--- config.mk ---
export PLATFORM = sky130hd
export DESIGN_NAME = fb_sprite_blitter_flat
export DESIGN_NICKNAME = d
export VERILOG_FILES = /design/src/rtl/fb_sprite_blitter_if.sv /design/src/rtl/fb_sprite_blitter.sv /design/src/flat_wrapper.sv
export SDC_FILE = /design/constraint.sdc
export NUM_CORES = 1
export LEC_CHECK = 0
export BUFFER_PORTS_ARGS = -buffer_cell sky130_fd_sc_hd__buf_2
export CAP_MARGIN = 20
export CORE_MARGIN = 5
export CORE_UTILIZATION = 57
export CTS_CLUSTER_DIAMETER = 60
export CTS_CLUSTER_SIZE = 8
export DETAILED_ROUTE_END_ITERATION = 16
export HOLD_SLACK_MARGIN = 0.05
export PLACE_DENSITY = 0.81
export SLEW_MARGIN = 10
export SYNTH_ARGS = -nofsm -noshare
export SYNTH_HDL_FRONTEND = slang
export SYNTH_SLANG_ARGS = --single-unit
export TNS_END_PERCENT = 1
--- constraint.sdc ---
create_clock -name clk25m -period 4.8 [get_ports clk25m]
set_input_delay 0.72 -clock clk25m [delete_from_list [all_inputs] [get_ports clk25m]]
set_output_delay 0.72 -clock clk25m [all_outputs]
set_load 0.01 [all_outputs]
--- src/rtl/fb_sprite_blitter_if.sv ---
// Bus bundle between the sprite blitter, its game-logic requester,
// the sprite ROM read port and the frame buffer write port.
interface fb_sprite_blitter_if #(
  parameter int FB_ADDR_W  = 19,
  parameter int ROM_ADDR_W = 10
);
  logic                  start;
  logic [9:0]            dst_x;
  logic [9:0]            dst_y;
  logic                  busy;
  logic                  done;
  logic [ROM_ADDR_W-1:0] rom_addr;
  logic [7:0]            rom_data;
  logic                  fb_we;
  logic [FB_ADDR_W-1:0]  fb_addr;
  logic [7:0]            fb_data;

  // The blitter drives the ROM address and frame buffer write port
  modport master (
    input  start, dst_x, dst_y, rom_data,
    output busy, done, rom_addr, fb_we, fb_addr, fb_data
  );

  // Game logic, ROM and frame buffer side
  modport slave (
    output start, dst_x, dst_y, rom_data,
    input  busy, done, rom_addr, fb_we, fb_addr, fb_data
  );
endinterface

--- src/rtl/fb_sprite_blitter.sv ---
// Sprite blitter: copies one SPR_W x SPR_H sprite from a synchronous ROM
// into the RGB332 frame buffer at (dst_x, dst_y), skipping the colour key
// and clipping anything beyond the visible area. One pixel per clock; the
// sprite coordinates ride a two-stage pipeline that matches ROM latency.
module fb_sprite_blitter #(
  parameter int         FB_WIDTH    = 640,
  parameter int         FB_HEIGHT   = 480,
  parameter int         SPR_W       = 32,
  parameter int         SPR_H       = 32,
  parameter int         FB_ADDR_W   = 19,
  parameter int         ROM_ADDR_W  = 10,
  parameter logic [7:0] TRANSPARENT = 8'hE3
) (
  input logic                 clk25m,
  input logic                 rst_n,
  fb_sprite_blitter_if.master bus
);

  localparam int SX_W = $clog2(SPR_W);
  localparam int SY_W = ROM_ADDR_W - SX_W;
  localparam logic [ROM_ADDR_W-1:0] LAST_ADDR = ROM_ADDR_W'(SPR_W * SPR_H - 1);

  typedef enum logic [1:0] {IDLE, RUN, FIN} state_t;

  state_t                state;
  logic                  busy_q;
  logic                  done_q;
  logic [ROM_ADDR_W-1:0] rom_addr_q;
  logic [9:0]            org_x;
  logic [9:0]            org_y;

  // Coordinates of the pixel whose ROM data arrives this cycle
  logic                  p1_valid;
  logic [SX_W-1:0]       p1_sx;
  logic [SY_W-1:0]       p1_sy;

  logic                  fb_we_q;
  logic [FB_ADDR_W-1:0]  fb_addr_q;
  logic [7:0]            fb_data_q;

  // Screen position of the arriving pixel, 11 bits wide so it never wraps
  logic [10:0]           pix_x;
  logic [10:0]           pix_y;
  logic                  on_screen;
  logic                  write_ok;
  logic [FB_ADDR_W-1:0]  lin_addr;

  assign pix_x     = {1'b0, org_x} + 11'(p1_sx);
  assign pix_y     = {1'b0, org_y} + 11'(p1_sy);
  assign on_screen = (pix_x < 11'(FB_WIDTH)) && (pix_y < 11'(FB_HEIGHT));
  assign write_ok  = p1_valid && (bus.rom_data != TRANSPARENT) && on_screen;
  assign lin_addr  = FB_ADDR_W'(pix_y) * FB_ADDR_W'(FB_WIDTH) + FB_ADDR_W'(pix_x);

  // Control FSM: accepts a start, walks the ROM address, drains, pulses done
  always_ff @(posedge clk25m or negedge rst_n) begin
    if (!rst_n) begin
      state      <= IDLE;
      busy_q     <= 1'b0;
      done_q     <= 1'b0;
      rom_addr_q <= '0;
      org_x      <= '0;
      org_y      <= '0;
      p1_valid   <= 1'b0;
      p1_sx      <= '0;
      p1_sy      <= '0;
    end else begin
      done_q   <= 1'b0;
      p1_valid <= (state == RUN);
      p1_sx    <= rom_addr_q[SX_W-1:0];
      p1_sy    <= rom_addr_q[ROM_ADDR_W-1:SX_W];
      case (state)
        IDLE: begin
          rom_addr_q <= '0;
          // A start coinciding with the done pulse is deliberately dropped
          if (bus.start && !done_q) begin
            org_x  <= bus.dst_x;
            org_y  <= bus.dst_y;
            busy_q <= 1'b1;
            state  <= RUN;
          end
        end
        RUN: begin
          if (rom_addr_q == LAST_ADDR) begin
            rom_addr_q <= '0;
            state      <= FIN;
          end else begin
            rom_addr_q <= rom_addr_q + 1'b1;
          end
        end
        FIN: begin
          if (!p1_valid) begin
            done_q <= 1'b1;
            busy_q <= 1'b0;
            state  <= IDLE;
          end
        end
        default: state <= IDLE;
      endcase
    end
  end

  // Write stage: registers one clipped, key-filtered pixel per clock
  always_ff @(posedge clk25m or negedge rst_n) begin
    if (!rst_n) begin
      fb_we_q   <= 1'b0;
      fb_addr_q <= '0;
      fb_data_q <= '0;
    end else begin
      fb_we_q   <= write_ok;
      fb_addr_q <= write_ok ? lin_addr : '0;
      fb_data_q <= write_ok ? bus.rom_data : 8'h00;
    end
  end

  assign bus.busy     = busy_q;
  assign bus.done     = done_q;
  assign bus.rom_addr = rom_addr_q;
  assign bus.fb_we    = fb_we_q;
  assign bus.fb_addr  = fb_addr_q;
  assign bus.fb_data  = fb_data_q;

endmodule

--- src/flat_wrapper.sv ---
// flat-port wrapper written by rule: the top's interface ports become plain ports
module fb_sprite_blitter_flat 
#(
  parameter int         FB_WIDTH    = 640,
  parameter int         FB_HEIGHT   = 480,
  parameter int         SPR_W       = 32,
  parameter int         SPR_H       = 32,
  parameter int         FB_ADDR_W   = 19,
  parameter int         ROM_ADDR_W  = 10,
  parameter logic [7:0] TRANSPARENT = 8'hE3
)
  (clk25m, rst_n, bus_start, bus_dst_x, bus_dst_y, bus_rom_data, bus_busy, bus_done, bus_rom_addr, bus_fb_we, bus_fb_addr, bus_fb_data);
  fb_sprite_blitter_if #(.FB_ADDR_W(FB_ADDR_W), .ROM_ADDR_W(ROM_ADDR_W)) bus_i ();
  input logic clk25m;
  input logic rst_n;
  input wire logic [$bits(bus_i.start)-1:0] bus_start;
  input wire logic [$bits(bus_i.dst_x)-1:0] bus_dst_x;
  input wire logic [$bits(bus_i.dst_y)-1:0] bus_dst_y;
  input wire logic [$bits(bus_i.rom_data)-1:0] bus_rom_data;
  output wire logic [$bits(bus_i.busy)-1:0] bus_busy;
  output wire logic [$bits(bus_i.done)-1:0] bus_done;
  output wire logic [$bits(bus_i.rom_addr)-1:0] bus_rom_addr;
  output wire logic [$bits(bus_i.fb_we)-1:0] bus_fb_we;
  output wire logic [$bits(bus_i.fb_addr)-1:0] bus_fb_addr;
  output wire logic [$bits(bus_i.fb_data)-1:0] bus_fb_data;
  assign bus_i.start = bus_start;
  assign bus_i.dst_x = bus_dst_x;
  assign bus_i.dst_y = bus_dst_y;
  assign bus_i.rom_data = bus_rom_data;
  assign bus_busy = bus_i.busy;
  assign bus_done = bus_i.done;
  assign bus_rom_addr = bus_i.rom_addr;
  assign bus_fb_we = bus_i.fb_we;
  assign bus_fb_addr = bus_i.fb_addr;
  assign bus_fb_data = bus_i.fb_data;
  fb_sprite_blitter #(.FB_WIDTH(FB_WIDTH), .FB_HEIGHT(FB_HEIGHT), .SPR_W(SPR_W), .SPR_H(SPR_H), .FB_ADDR_W(FB_ADDR_W), .ROM_ADDR_W(ROM_ADDR_W), .TRANSPARENT(TRANSPARENT)) u_core (.clk25m(clk25m), .rst_n(rst_n), .bus(bus_i));
endmodule
# == Word level (Yosys, flattened, before mapping) ==
# Index checks and enable logic that the tools add are counted.
# totals
register_bits,73
# classes
n_addsub,4
n_mul,1
magnitude_cmp,2
eq_ne,7
muxes,13
reduce_logical,11
# ops
cell,count
$add 10x5->11,2
$pmux 10 s2,1
$add 19x11->19,1
$mux 19,1
$mul 11x3->12 const B,1
$lt 11x10->1 const B,1
$lt 11x9->1 const B,1
$add 10x1->10 const B,1
$eq 10x10->1 const B,1
$mux 10,1
$mux 8,1
$ne 8x8->1 const B,1
$mux 2,3
$pmux 2 s3,1
$reduce_and 3->1,2
$logic_and 1x1->1,4
$mux 1,4
$ne 2x2->1 const B,2
$reduce_bool 2->1,2
$eq 2x1->1 const B,1
$eq 2x2->1 const B,1
$logic_not 2->1,1
$ne 2x1->1 const B,1
$pmux 1 s2,1
2 further kinds,2

# == Depth between registers and ports, before layout ==
# Gate-level depths: netlist of run 1.
# logic_depth
ltp_word,5
depth_mapped,16

# == Worst setup path before layout of run 1 ==
# No wires, ideal clock.
# synth_path
kind,reg-to-reg
from,register u_core.p1_sy[0]
to,"register u_core.fb_addr_q[18], in the netlist u_core.bus.fb_addr[18]"
setup_time_ps,87
arrival_ps,3785
slack_ps,928
stages_incl_launch_ff,17
cell_sequence,dfrtp_1 > ha_1 > fa_1 > a21o_1 > a21oi_1 > nor2b_1 > nor2_1 > nor3b_1 > xor2_1 > ha_1 > ha_1 > nor3b_1 > a311oi_1 > o311ai_2 > and4b_1 > a211o_1 > a211oi_2
# synth_via
elab_chain_len,5
word_cells_on_any_way,7
# synth_lines
item,line_no,rtl
from (decl),fb_sprite_blitter.sv:35,logic [SY_W-1:0] p1_sy;
from (signal assigned),fb_sprite_blitter.sv:70,p1_sy <= rom_addr_q[ROM_ADDR_W-1:SX_W];
$add 10x5->11 (*),fb_sprite_blitter.sv:49,"assign pix_y = {1'b0, org_y} + 11'(p1_sy);"
"parallel branches: the longest is 3 deep, another holds $add 19x11->19",-,
$mux 19 (*),fb_sprite_blitter.sv:110,fb_addr_q <= write_ok ? lin_addr : '0;
to (signal assigned),fb_sprite_blitter.sv:110,
to (decl),fb_sprite_blitter.sv:38,logic [FB_ADDR_W-1:0] fb_addr_q;
# Every way passes the cells marked *.
# A chain may end at the register's enable or synchronous reset.

# == Worst setup path in the final report of run 1 ==
# Ends and elaborated chain as after synthesis.

==> impl_results.md, run 1 <==
* Critical path class: reg -> reg
* Clock tree buffer depth at 2
* Synth Warn # at 0
* Commonest register cell after synthesis: dfrtp_1
* Critical path's top delay family: compound AO/OA/AOI/OAI gates
* Most frequent cells in the layout: 73 x dfrtp_1, 70 x buf_2, 30 x ha_1
* Register area share after synthesis at 0.437
* Post-Layout Inst Area at 4890 um2
* Max IR drop VDD at 0.229 mV
* Required time of the critical path at 5.05 ns
* RSZ-0062 raised after global routing: false
* Hold Fails Final Rpt at 0
* Clock Latency Late Sink at 0.34 ns
* Post-route clock period utilization at 0.881
* Die W at roughly 96 um
* Post-CTS setup buffers at 0
* Routed wire length at roughly 8400 um
* Mux cell area share after synthesis at 0.0560
* Remaining antenna violation count at 0
* Asr flop ratio synth at 1.00
* Top-level I/O count at 71
* Layout cell share with drive strength beyond 1 at 0.262
* Remaining routing DRC violations at 0
* Pwr/cell area at around 310 nW/um2
* Pre-antenna DRT Iters at 4
* Hold Path Class: in -> async
* Root buffer cell: clkbuf_8
* H-tree Lvls at 3
* Worst hold slack at about 0.34 ns
* Post-Syn Nets at 448
* Dpl cell area at 4600 um2
* Via/cell ratio at between 5 and 6
* WL/cell at about 15 um
* First-pass GRT wire length at between 10000 and 15000 um
* Final Setup Violations at 0
* Largest family of logic cells by synthesized area: simple AND/OR/NAND/NOR gates
* Overflow after GRT at 0
* WP data arrival at 4.48 ns
* CP bufs+invs at 0
* Worst path most repeated cell: ha_1
* Synthesized area per cell at 10.9 um2
* Core Box Area at between 7000 and 8000 um2
* CTS tree: yes
* Worst-path fanout max at 7
* Xor/xnor share of the synthesized area at 0.0566
* Max Fclk at 0.237 GHz
* Slew Viols, Final at 0
* Mapped Cells at 383
* Nets at between 500 and 600
* Vias at roughly 3100
* TNS Setup at 0 ns
* Clock sinks at between 70 and 80
* Worst setup EP type: flop
* Total track usage at 0.197
* Synth Area in Simple Gates at 0.173
* Worst-path cell chain: ha_1 -> fa_1 -> a21o_1 -> a21oi_1 -> nor2b_1 -> nor2_1 -> nor3b_1 -> xor2_1 -> ha_1 -> ha_1 -> nor3b_1 -> a311oi_1 -> o311ai_2 -> and4b_1 -> a211o_1 -> a211oi_2
* EDFF count, synth at 0
* Max-cap violations at 0
* Tmin final at 4.23 ns
* Biggest cell delay along the critical path at between 0.4 and 0.5 ns
* Num CTS Buffers at 9
* CTS Hold Bufs at 0
* Initial core utilization at 0.580
* Post-Synth Adder-Cell Area at 0.109
* Status: complete, no violations
* Vias in the first global route at 3077
* Pin count of the biggest net entering global routing at 50
* Gpl congestion at 0.864
* LEAKAGE at 2.39 nW
* Clock-pin slew on the worst setup and hold paths at 0.07 ns
* CP max stage cell: fa_1
* Final Skew at 0.0102 ns
* #FFs+latches synth at between 70 and 80
* Die area at 9150 um2
* Most common cell after layout, fill and taps aside: dfrtp_1
* Post-cts resize count at 0
* Levels on crit path at 16
* Final HPWL DP at 6310 um
* R2R depth at 16
* Layout area overhead at 16.9%
* Initial DRC count at a little under 100
* Syn Std Cell Area at 4180 um2
* Post-synthesis compound-gate area fraction at 0.137
* Port Buf Inserts at 70
* Slew @ Worst Pin at 0.781 ns
* Die Y-Extent at around 96 um
* Max transition margin at 0.477
* Initial antenna violation count at 0
* Ant diodes at 0
* Row Count at 31
* Synth cell types at 60
* Util after Layout at 0.677
* CP Launch Type: flop
==> area by class of cell <==
type	instances	area, um2
Clock buffer	12	155
Clock inverter	4	98.8
Fill cell	577	2330
Inverter	14	52.6
Multi-Input combinational cell	285	2230
Sequential cell	73	1830
Tap cell	99	124
Timing Repair Buffer	74	400
==> cells by family after synthesis <==
group | after synthesis
mux | 21
buf+inv | 25
xor+xnor | 27
compound gates | 77
simple gates | 126
fa+ha+maj | 34
flops | 73
==> state kept, by name, summed over array words and instances (netlist names) <==
register             cells
u_core.p1_sy             5
u_core.p1_sx             5
u_core.bus.busy          1
u_core.p1_valid          1
u_core.bus.fb_addr      19
u_core.org_x            10
u_core.bus.done          1
u_core.bus.fb_we         1
u_core.state             2
u_core.org_y            10
u_core.bus.rom_addr     10
u_core.bus.fb_data       8
==> final timing paths <==
kind                                                          from                                to  slack, ns
worst max-delay path                     u_core.p1_sy[0]$_DFF_PN0_  u_core.bus.fb_addr[18]$_DFF_PN0_       0.57
worst min-delay path                                         rst_n   u_core.bus.fb_addr[7]$_DFF_PN0_       0.34
worst max register to register           u_core.p1_sy[0]$_DFF_PN0_  u_core.bus.fb_addr[18]$_DFF_PN0_       0.57
worst min register to register  u_core.bus.rom_addr[1]$_DFFE_PN0P_         u_core.p1_sx[1]$_DFF_PN0_       0.45
max in group asynchronous                                    rst_n         u_core.p1_sy[3]$_DFF_PN0_       3.78
min in group clk25m             u_core.bus.rom_addr[1]$_DFFE_PN0P_         u_core.p1_sx[1]$_DFF_PN0_       0.45
==> where the power goes <==
part | switching (W) | internal, W | total, W
clock | 0.000217 | 0.000375 | 0.000592
sequential | 0.0000162 | 0.000645 | 0.000661
combinational | 0.000132 | 0.000110 | 0.000242
==> cells in the mapped netlist (2+ instances only) <==
cell       n  area (um2)
nand4_1    4        25.0
nand3_1    2        10.0
o211ai_1   2        15.0
inv_1     14        52.6
nor2_1    22        82.6
a211oi_2   3        37.5
nor3_1    18        90.1
nand2b_1   5        31.3
a22o_1     4        35.0
o21bai_1   3        22.5
clkbuf_1   3        11.3
a21o_1     9        67.6
o21a_1     3        22.5
and2_1     5        31.3
nand2_1   22        82.6
mux2_2    19         214
fa_1       4        80.1
and3_1     6        37.5
mux2i_1    2        20.0
o21ai_1    2        10.0
dfrtp_1   73        1830
buf_4      2        15.0
ha_1      30         375
a21oi_1   13        65.1
buf_6      4        45.0
nor4_1     4        25.0
and4b_1    2        20.0
nor2b_1    5        31.3
or3_1      2        12.5
buf_2      2        10.0
or4_1      3        22.5
xor2_1     7        61.3
xnor2_1   20         175
nor3b_2    2        25.0
o21ai_0   21         105
nor3b_1   17         128
==> worst reg2reg max path, stage by stage, from the launching register on <==
cell,delay (ns)
dfrtp_1,0.37
ha_1,0.24
fa_1,0.43
a21o_1,0.18
a21oi_1,0.28
nor2b_1,0.13
nor2_1,0.14
nor3b_1,0.08
xor2_1,0.16
ha_1,0.31
ha_1,0.39
nor3b_1,0.18
a311oi_1,0.31
o311ai_2,0.21
and4b_1,0.26
a211o_1,0.28
a211oi_2,0.20
==> metal layers <==
layer  vias to the layer above  global-route usage  part of all wire
met3                        12              0.0403             0.062
met1                      1503               0.259              0.45
li1                       1539                   -                 -
met4                         0              0.0533             0.011
met2                        92               0.331              0.48
met5                         -                   0                 0
==> stage by stage <==
step	power, W	setup WS [ns]	std cells
finish	0.00149	0.573	561
CTS	0.00150	0.534	559
floorplan	0.000837	0.928	383
global route	0.00156	0.245	561
global placement	0.000901	0.772	543
detailed placement	0.000908	0.599	543
Note: power is estimated with default switching activity, not from simulation.
==> run 2: changes to the inputs <==
Settings changed: RECOVER_POWER from default to 50.
Clock period 4.8 ns to 4.37 ns, I/O delays scaled along.
==> run 2 against run 1 <==
The run now ends with max-capacitance violations, max-slew violations left. Design area down 2.7%. Cell count fell by 0.53%. Flip-flop and latch count unchanged.
==> impl_results.md, run 2 (same netlist as run 1, synthesis figures left out) <==
* Sw frac at 0.271 (+0.0266)
* TNS Setup at 0 ns (unchanged)
* Status: finished with violations
* Critical path class: reg -> reg
* Worst path most repeated cell: ha_1
* Failing checks: max-capacitance violations, max-slew violations
* Initial core utilization at 0.580 (unchanged)
* Nets at 520 (-0.38%)
* Port Buf Inserts at 70 (unchanged)
* First-pass GRT wire length at 13900 um (-1.3%)
* Final Skew at 0.00925 ns (-0.000981 ns)
* Max Fclk at 0.240 GHz (+1.6%)
* Remaining antenna violation count at 0 (unchanged)
* Slew Viols, Final at 76 (+76)
* R2r startpoint: u_core.org_y[0]$_DFFE_PN0P_
* Pin count of the biggest net entering global routing at 44 (-12%)
* Gpl congestion at 0.849 (-1.8%)
* Max transition margin at -0.513 (-0.990)
* Total track usage at 0.195 (-0.00238)
* Flop-to-flop setup slack at 0.21 ns (-0.36 ns)
* Area occupied by multi-input gates at 2240 um2 (+0.28%)
* Worst Hold Path Cells at 0
* Layout area overhead at 13.8%
* Post-CTS setup buffers at 0 (unchanged)
* FF-to-FF End: u_core.bus.fb_addr[18]$_DFF_PN0_
* Required time of the critical path at 4.62 ns (-0.43 ns)
* WP data arrival at 4.41 ns (-0.07 ns)
* Logic pwr share at 0.170 (+0.008)
* Most common cell after layout, fill and taps aside: dfrtp_1
* Register area at 1830 um2 (unchanged)
* Row Count at 31 (unchanged)
* Clock power share at 0.346 (-0.050)
* Sequential share of power at 0.484 (+0.042)
* R2R depth at 16 (unchanged)
* RSZ-0062 raised after global routing: true
* Uppermost layer routed: met4
* CP Launch Type: flop
* Dpl cell area at 4600 um2 (unchanged)
* Met2 WL post-DR at 3800 um (-5.6%)
* Vias in the first global route at 3074 (-0.097%)
* Die W at 95.7 um (unchanged)
* Num CTS Buffers at 9 (unchanged)
* CTS Hold Bufs at 0 (unchanged)
* Root buffer cell: clkbuf_8
* Worst setup EP type: flop
* Cell Int Power at 0.00110 W (-3.0%)
* Tmin final at 4.16 ns (-0.0662 ns)
* Critical path's top delay family: compound AO/OA/AOI/OAI gates
* WL/cell at 15.0 um (+0.80%)
* Clock sinks at 73 (unchanged)
* Via/cell ratio at 5.60 (-0.10%)
* Biggest cell delay along the critical path at 0.41 ns (-0.02 ns)
* Layout cell share with drive strength beyond 1 at 0.190 (-0.0724)
* Routed wire length at 8390 um (+0.26%)
* Metal-1 WL at 3890 um (+4.2%)
* Clock Latency Late Sink at 0.34 ns (about the same)
* Hold Startpoint: u_core.bus.rom_addr[7]$_DFFE_PN0P_
* Core Box Area at 7210 um2 (unchanged)
* CTS tree: yes
* Hold Fails Final Rpt at 0 (unchanged)
* Die Y-Extent at 95.7 um (unchanged)
* Max-cap violations at 2 (+2)
* LEAKAGE at 2.22 nW (-7.2%)
* Post-route clock period utilization at 0.952 (+0.0715)
* Remaining routing DRC violations at 0 (unchanged)
* Initial antenna violation count at 0 (unchanged)
* Max IR drop VDD at 0.194 mV (-15%)
* Ant diodes at 0 (unchanged)
* Initial DRC count at 84 (-14%)
* Hold Path Class: reg -> reg
* CP bufs+invs at 0 (unchanged)
* H-tree Lvls at 3 (unchanged)
* Top-level I/O count at 71 (unchanged)
* Pre-antenna DRT Iters at 4 (unchanged)
* Final Setup Violations at 0 (unchanged)
* CP max stage cell: fa_1
* Most frequent cells in the layout: 73 x dfrtp_1, 39 x buf_2, 33 x clkbuf_1
* Clock tree buffer depth at 2 (unchanged)
* Worst Hold Path EP: u_core.p1_sy[2]$_DFF_PN0_
* Pwr/cell area at 316 nW/um2 (+3.2%)
* Sw power at 0.000406 W (+11%)
* Largest register FFs at 19 (unchanged)
* Worst-path cell chain: ha_1 -> fa_1 -> a21o_1 -> a21oi_1 -> nor2b_1 -> nor2_1 -> nor3b_1 -> xor2_1 -> ha_1 -> ha_1 -> o21a_1 -> o21ai_0 -> or3_1 -> a221oi_1 -> o211ai_1 -> a211oi_2
* Vias at 3126 (-0.64%)
* Clock-pin slew on the worst setup and hold paths at 0.08 ns (about the same)
* WL met3 at 566 um (+8.6%)
* Final HPWL DP at 6220 um (-1.5%)
* Fill count at 573 (-0.69%)
* Overflow after GRT at 0 (unchanged)
* Slew @ Worst Pin at 2.27 ns (+1.49 ns)
* Post-Layout Inst Area at 4760 um2 (-2.7%)
* Die area at 9150 um2 (unchanged)
* Worst-path fanout max at 7 (unchanged)
run 2: cell count changes in the layout (fill, tap and decap cells not counted), sizes merged:
cell      delta
clkinvlp     +2
buf         -34
bufinv       -2
clkbuf      +31
run 2: worst max-delay path by stage:
stage / startpoint / end / slack, ns / cells past startpoint
2_1_floorplan: u_core.p1_sy[0]$_DFF_PN0_ / u_core.bus.fb_addr[18]$_DFF_PN0_ / 0.50 / 16
3_3_place_gp: u_core.p1_sy[0]$_DFF_PN0_ / u_core.bus.fb_addr[18]$_DFF_PN0_ / 0.34 / 16
3_5_place_dp: u_core.org_y[0]$_DFFE_PN0P_ / u_core.bus.fb_addr[18]$_DFF_PN0_ / 0.21 / 16
4_1_cts: u_core.org_y[0]$_DFFE_PN0P_ / u_core.bus.fb_addr[18]$_DFF_PN0_ / 0.18 / 16
5_1_grt: u_core.org_y[0]$_DFFE_PN0P_ / u_core.bus.fb_addr[18]$_DFF_PN0_ / -0.004 / 16
6_report: u_core.org_y[0]$_DFFE_PN0P_ / u_core.bus.fb_addr[18]$_DFF_PN0_ / 0.21 / 16
run 2: repair_timing:
action / CTS / global route
hold endpoints to repair: 0 / 0
gates resized for setup: 0 / 1
endpoints found under the setup margin: 0 / 1
run 2: per-layer routing:
metal / vias up / global-route usage
met1: 1472 / 0.257
met3: 18 / 0.0474
met4: 0 / 0.0782
li1: 1531 / -
met2: 105 / 0.307
met5: - / 0
run 2: power groups by stage:
stage / Clock, W / Sequential, W / Combinational (W)
2_1_floorplan: 0 / 0.000748 / 0.000171
3_3_place_gp: 0 / 0.000738 / 0.000252
3_5_place_dp: 0 / 0.000739 / 0.000258
4_1_cts: 0.000531 / 0.000725 / 0.000262
5_1_grt: 0.000563 / 0.000730 / 0.000284
6_report: 0.000520 / 0.000727 / 0.000255
run 2: metrics by stage:
step | setup WS, ns | hold slack [ns] | total power (W) | instances | util
2_1_floorplan | 0.498 | 0.360 | 0.000919 | 383 | -
3_3_place_gp | 0.339 | 0.430 | 0.000989 | 543 | 0.637
3_5_place_dp | 0.208 | 0.439 | 0.000997 | 543 | 0.637
4_1_cts | 0.185 | 0.457 | 0.00152 | 558 | 0.664
5_1_grt | -0.00440 | 0.492 | 0.00158 | 558 | 0.659
6_report | 0.210 | 0.461 | 0.00150 | 558 | 0.659
run 2: layout make-up:
type | instances | area share
Multi-Input combinational cell | 285 | 0.470
Inverter | 14 | 0.0110
Timing Repair Buffer | 72 | 0.0679
Sequential cell | 73 | 0.384
Clock buffer | 11 | 0.0297
Tap cell | 99 | 0.0260
Clock inverter | 4 | 0.0113
==> run 3: changes to the inputs <==
Settings changed: RECOVER_POWER 50 to 25.
==> run 3 against run 2 <==
The run still ends with max-capacitance violations, max-slew violations left. Clock-buffer cell count stayed put. Worst setup slack got worse by 0.0060 ns. Die area is the same. First-iteration DRC count is 13% higher. Via count fell by 0.45%. Register-to-register slack hardly changed. Combinational power grew 3%.
==> impl_results.md, run 3 (same netlist as run 1, synthesis figures left out) <==
* Status: finished with violations
* Failing checks: max-capacitance violations, max-slew violations
* Max-cap violations at 1 (-1)
* Worst Hold Path EP: u_core.p1_sy[2]$_DFF_PN0_
* Layout cell share with drive strength beyond 1 at 0.257 (+0.0675)
* FF-to-FF End: u_core.bus.fb_addr[18]$_DFF_PN0_
* Routed wire length at 8350 um (-0.56%)
* Area occupied by multi-input gates at 2240 um2 (unchanged)
* Die W at 95.7 um (unchanged)
* Remaining routing DRC violations at 0 (unchanged)
* Clock sinks at 73 (unchanged)
* WP data arrival at 4.42 ns (about the same)
* Worst setup EP type: flop
* Flop-to-flop setup slack at 0.20 ns (about the same)
* Max Fclk at 0.240 GHz (-0.14%)
* Pwr/cell area at 315 nW/um2 (-0.36%)
* First-pass GRT wire length at 13900 um (unchanged)
* Core Box Area at 7210 um2 (unchanged)
* Worst-path cell chain: ha_1 -> fa_1 -> a21o_1 -> a21oi_1 -> nor2b_1 -> nor2_1 -> nor3b_1 -> xor2_1 -> ha_1 -> ha_1 -> o21a_1 -> o21ai_0 -> or3_1 -> a221oi_1 -> o211ai_1 -> a211oi_2
* Remaining antenna violation count at 0 (unchanged)
* Placed insts at 543 (unchanged)
* LEAKAGE at 2.34 nW (+5.3%)
* Layout area overhead at 14.8%
* Final Setup Violations at 0 (unchanged)
* Clock-pin slew on the worst setup and hold paths at 0.07 ns (about the same)
* Most common cell after layout, fill and taps aside: dfrtp_1
* Final HPWL DP at 6220 um (unchanged)
* Final Skew at 0.00769 ns (-0.00156 ns)
* H-tree Lvls at 3 (unchanged)
* Initial core utilization at 0.580 (unchanged)
* Post-route clock period utilization at 0.953 (+0.00138)
* RSZ-0062 raised after global routing: true
* Root buffer cell: clkbuf_8
* Via/cell ratio at 5.58 (-0.45%)
* Vias in the first global route at 3074 (unchanged)
* Pin count of the biggest net entering global routing at 44 (unchanged)
* Ant diodes at 0 (unchanged)
* Register area at 1830 um2 (unchanged)
* Vias at 3112 (-0.45%)
* Hold Path Class: reg -> reg
* Clock Latency Late Sink at 0.34 ns (about the same)
* CTS tree: yes
* Slew @ Worst Pin at 2.27 ns (-0.000133 ns)
* Worst path most repeated cell: ha_1
* Non-Filler Instances at 558 (unchanged)
* Most frequent cells in the layout: 73 x dfrtp_1, 69 x buf_2, 30 x ha_1
* WL/cell at 15.0 um (-0.56%)
* Die area at 9150 um2 (unchanged)
* Pre-antenna DRT Iters at 4 (unchanged)
* Fill count at 554 (-3.3%)
* Hold Fails Final Rpt at 0 (unchanged)
* Initial DRC count at 95 (+13%)
* Max transition margin at -0.512 (about the same)
* Row Count at 31 (unchanged)
* Critical path class: reg -> reg
* Top-level I/O count at 71 (unchanged)
* Max IR drop VDD at 0.194 mV (about the same)
* Hold Startpoint: u_core.bus.rom_addr[7]$_DFFE_PN0P_
* Die Y-Extent at 95.7 um (unchanged)
* Setup crit start: u_core.org_y[0]$_DFFE_PN0P_
* Port Buf Inserts at 70 (unchanged)
* Required time of the critical path at 4.62 ns (about the same)
* Overflow after GRT at 0 (unchanged)
* Gpl congestion at 0.849 (unchanged)
* Tmin final at 4.17 ns (+0.00603 ns)
* R2R depth at 16 (unchanged)
* R2r startpoint: u_core.org_y[0]$_DFFE_PN0P_
* TNS Setup at 0 ns (unchanged)
* Worst hold slack at 0.456 ns (-0.00466 ns)
* CP max stage cell: fa_1
* Nets at 520 (unchanged)
* CP Launch Type: flop
* Total track usage at 0.195 (unchanged)
* Worst-path fanout max at 7 (unchanged)
* Worst Hold Path Cells at 0 (unchanged)
* Largest register FFs at 19 (unchanged)
* Initial antenna violation count at 0 (unchanged)
* Slew Viols, Final at 44 (-42%)
* Biggest cell delay along the critical path at 0.41 ns (about the same)
* Clock tree buffer depth at 2 (unchanged)
* Num CTS Buffers at 9 (unchanged)
[run 3: changes by cell type in the layout (fill, tap and decap cells not counted), sizes merged]
cell	before	now
buf	40	71
clkbuf	43	12
[run 3: how the worst max path moves through the flow]
stage,to
after floorplan,u_core.bus.fb_addr[18]$_DFF_PN0_
after global placement,u_core.bus.fb_addr[18]$_DFF_PN0_
after detailed placement,u_core.bus.fb_addr[18]$_DFF_PN0_
after CTS,u_core.bus.fb_addr[18]$_DFF_PN0_
after global routing,u_core.bus.fb_addr[18]$_DFF_PN0_
final,u_core.bus.fb_addr[18]$_DFF_PN0_
[run 3: per-layer routing]
metal / GRT usage / up-vias / routed length (um)
met5: 0 / - / 0
met4: 0.0782 / 0 / 129
met3: 0.0474 / 18 / 555
met2: 0.307 / 107 / 3810
met1: 0.257 / 1457 / 3850
li1: - / 1530 / -
[run 3: where the power goes]
group / switching (W) / leakage (nW) / total [W] / internal (W)
Clock: 0.000245 / 0.0916 / 0.000522 / 0.000277
Combinational: 0.000145 / 1.31 / 0.000262 / 0.000117
Sequential: 0.0000172 / 0.936 / 0.000725 / 0.000708
[run 3: metrics by stage]
step	area, um2	worst slack [ns]	power, W	utilization
2_1_floorplan	4180	0.498	0.000919	-
4_1_cts	4790	0.185	0.00152	0.664
3_3_place_gp	4600	0.339	0.000989	0.637
3_5_place_dp	4600	0.208	0.000997	0.637
6_report	4800	0.204	0.00151	0.665
5_1_grt	4800	-0.00440	0.00158	0.665
[run 3: worst max-delay path: cells and delay by family (launching register included)]
kind	cells	cell delay, ns
adder cells (fa/ha/maj)	4	1.34
XOR/XNOR	1	0.16
flip-flops	1	0.39
AO/OA/AOI/OAI	7	1.44
AND/OR/NAND/NOR	4	0.75
[run 3: area by class of cell]
type                    instances  share of cell area
flip-flops and latches         73               0.381
repair buffers                 72              0.0759
clock buffers                  11              0.0295
inverters                      14              0.0110
clock inverters                 4              0.0112
well taps                      99              0.0258
multi-input cells             285               0.466
[run 3: timing repair]
item	CTS	global route
hold buffers	0	0
gates resized for setup	0	1
setup buffers	0	0
setup endpoints to repair	0	1
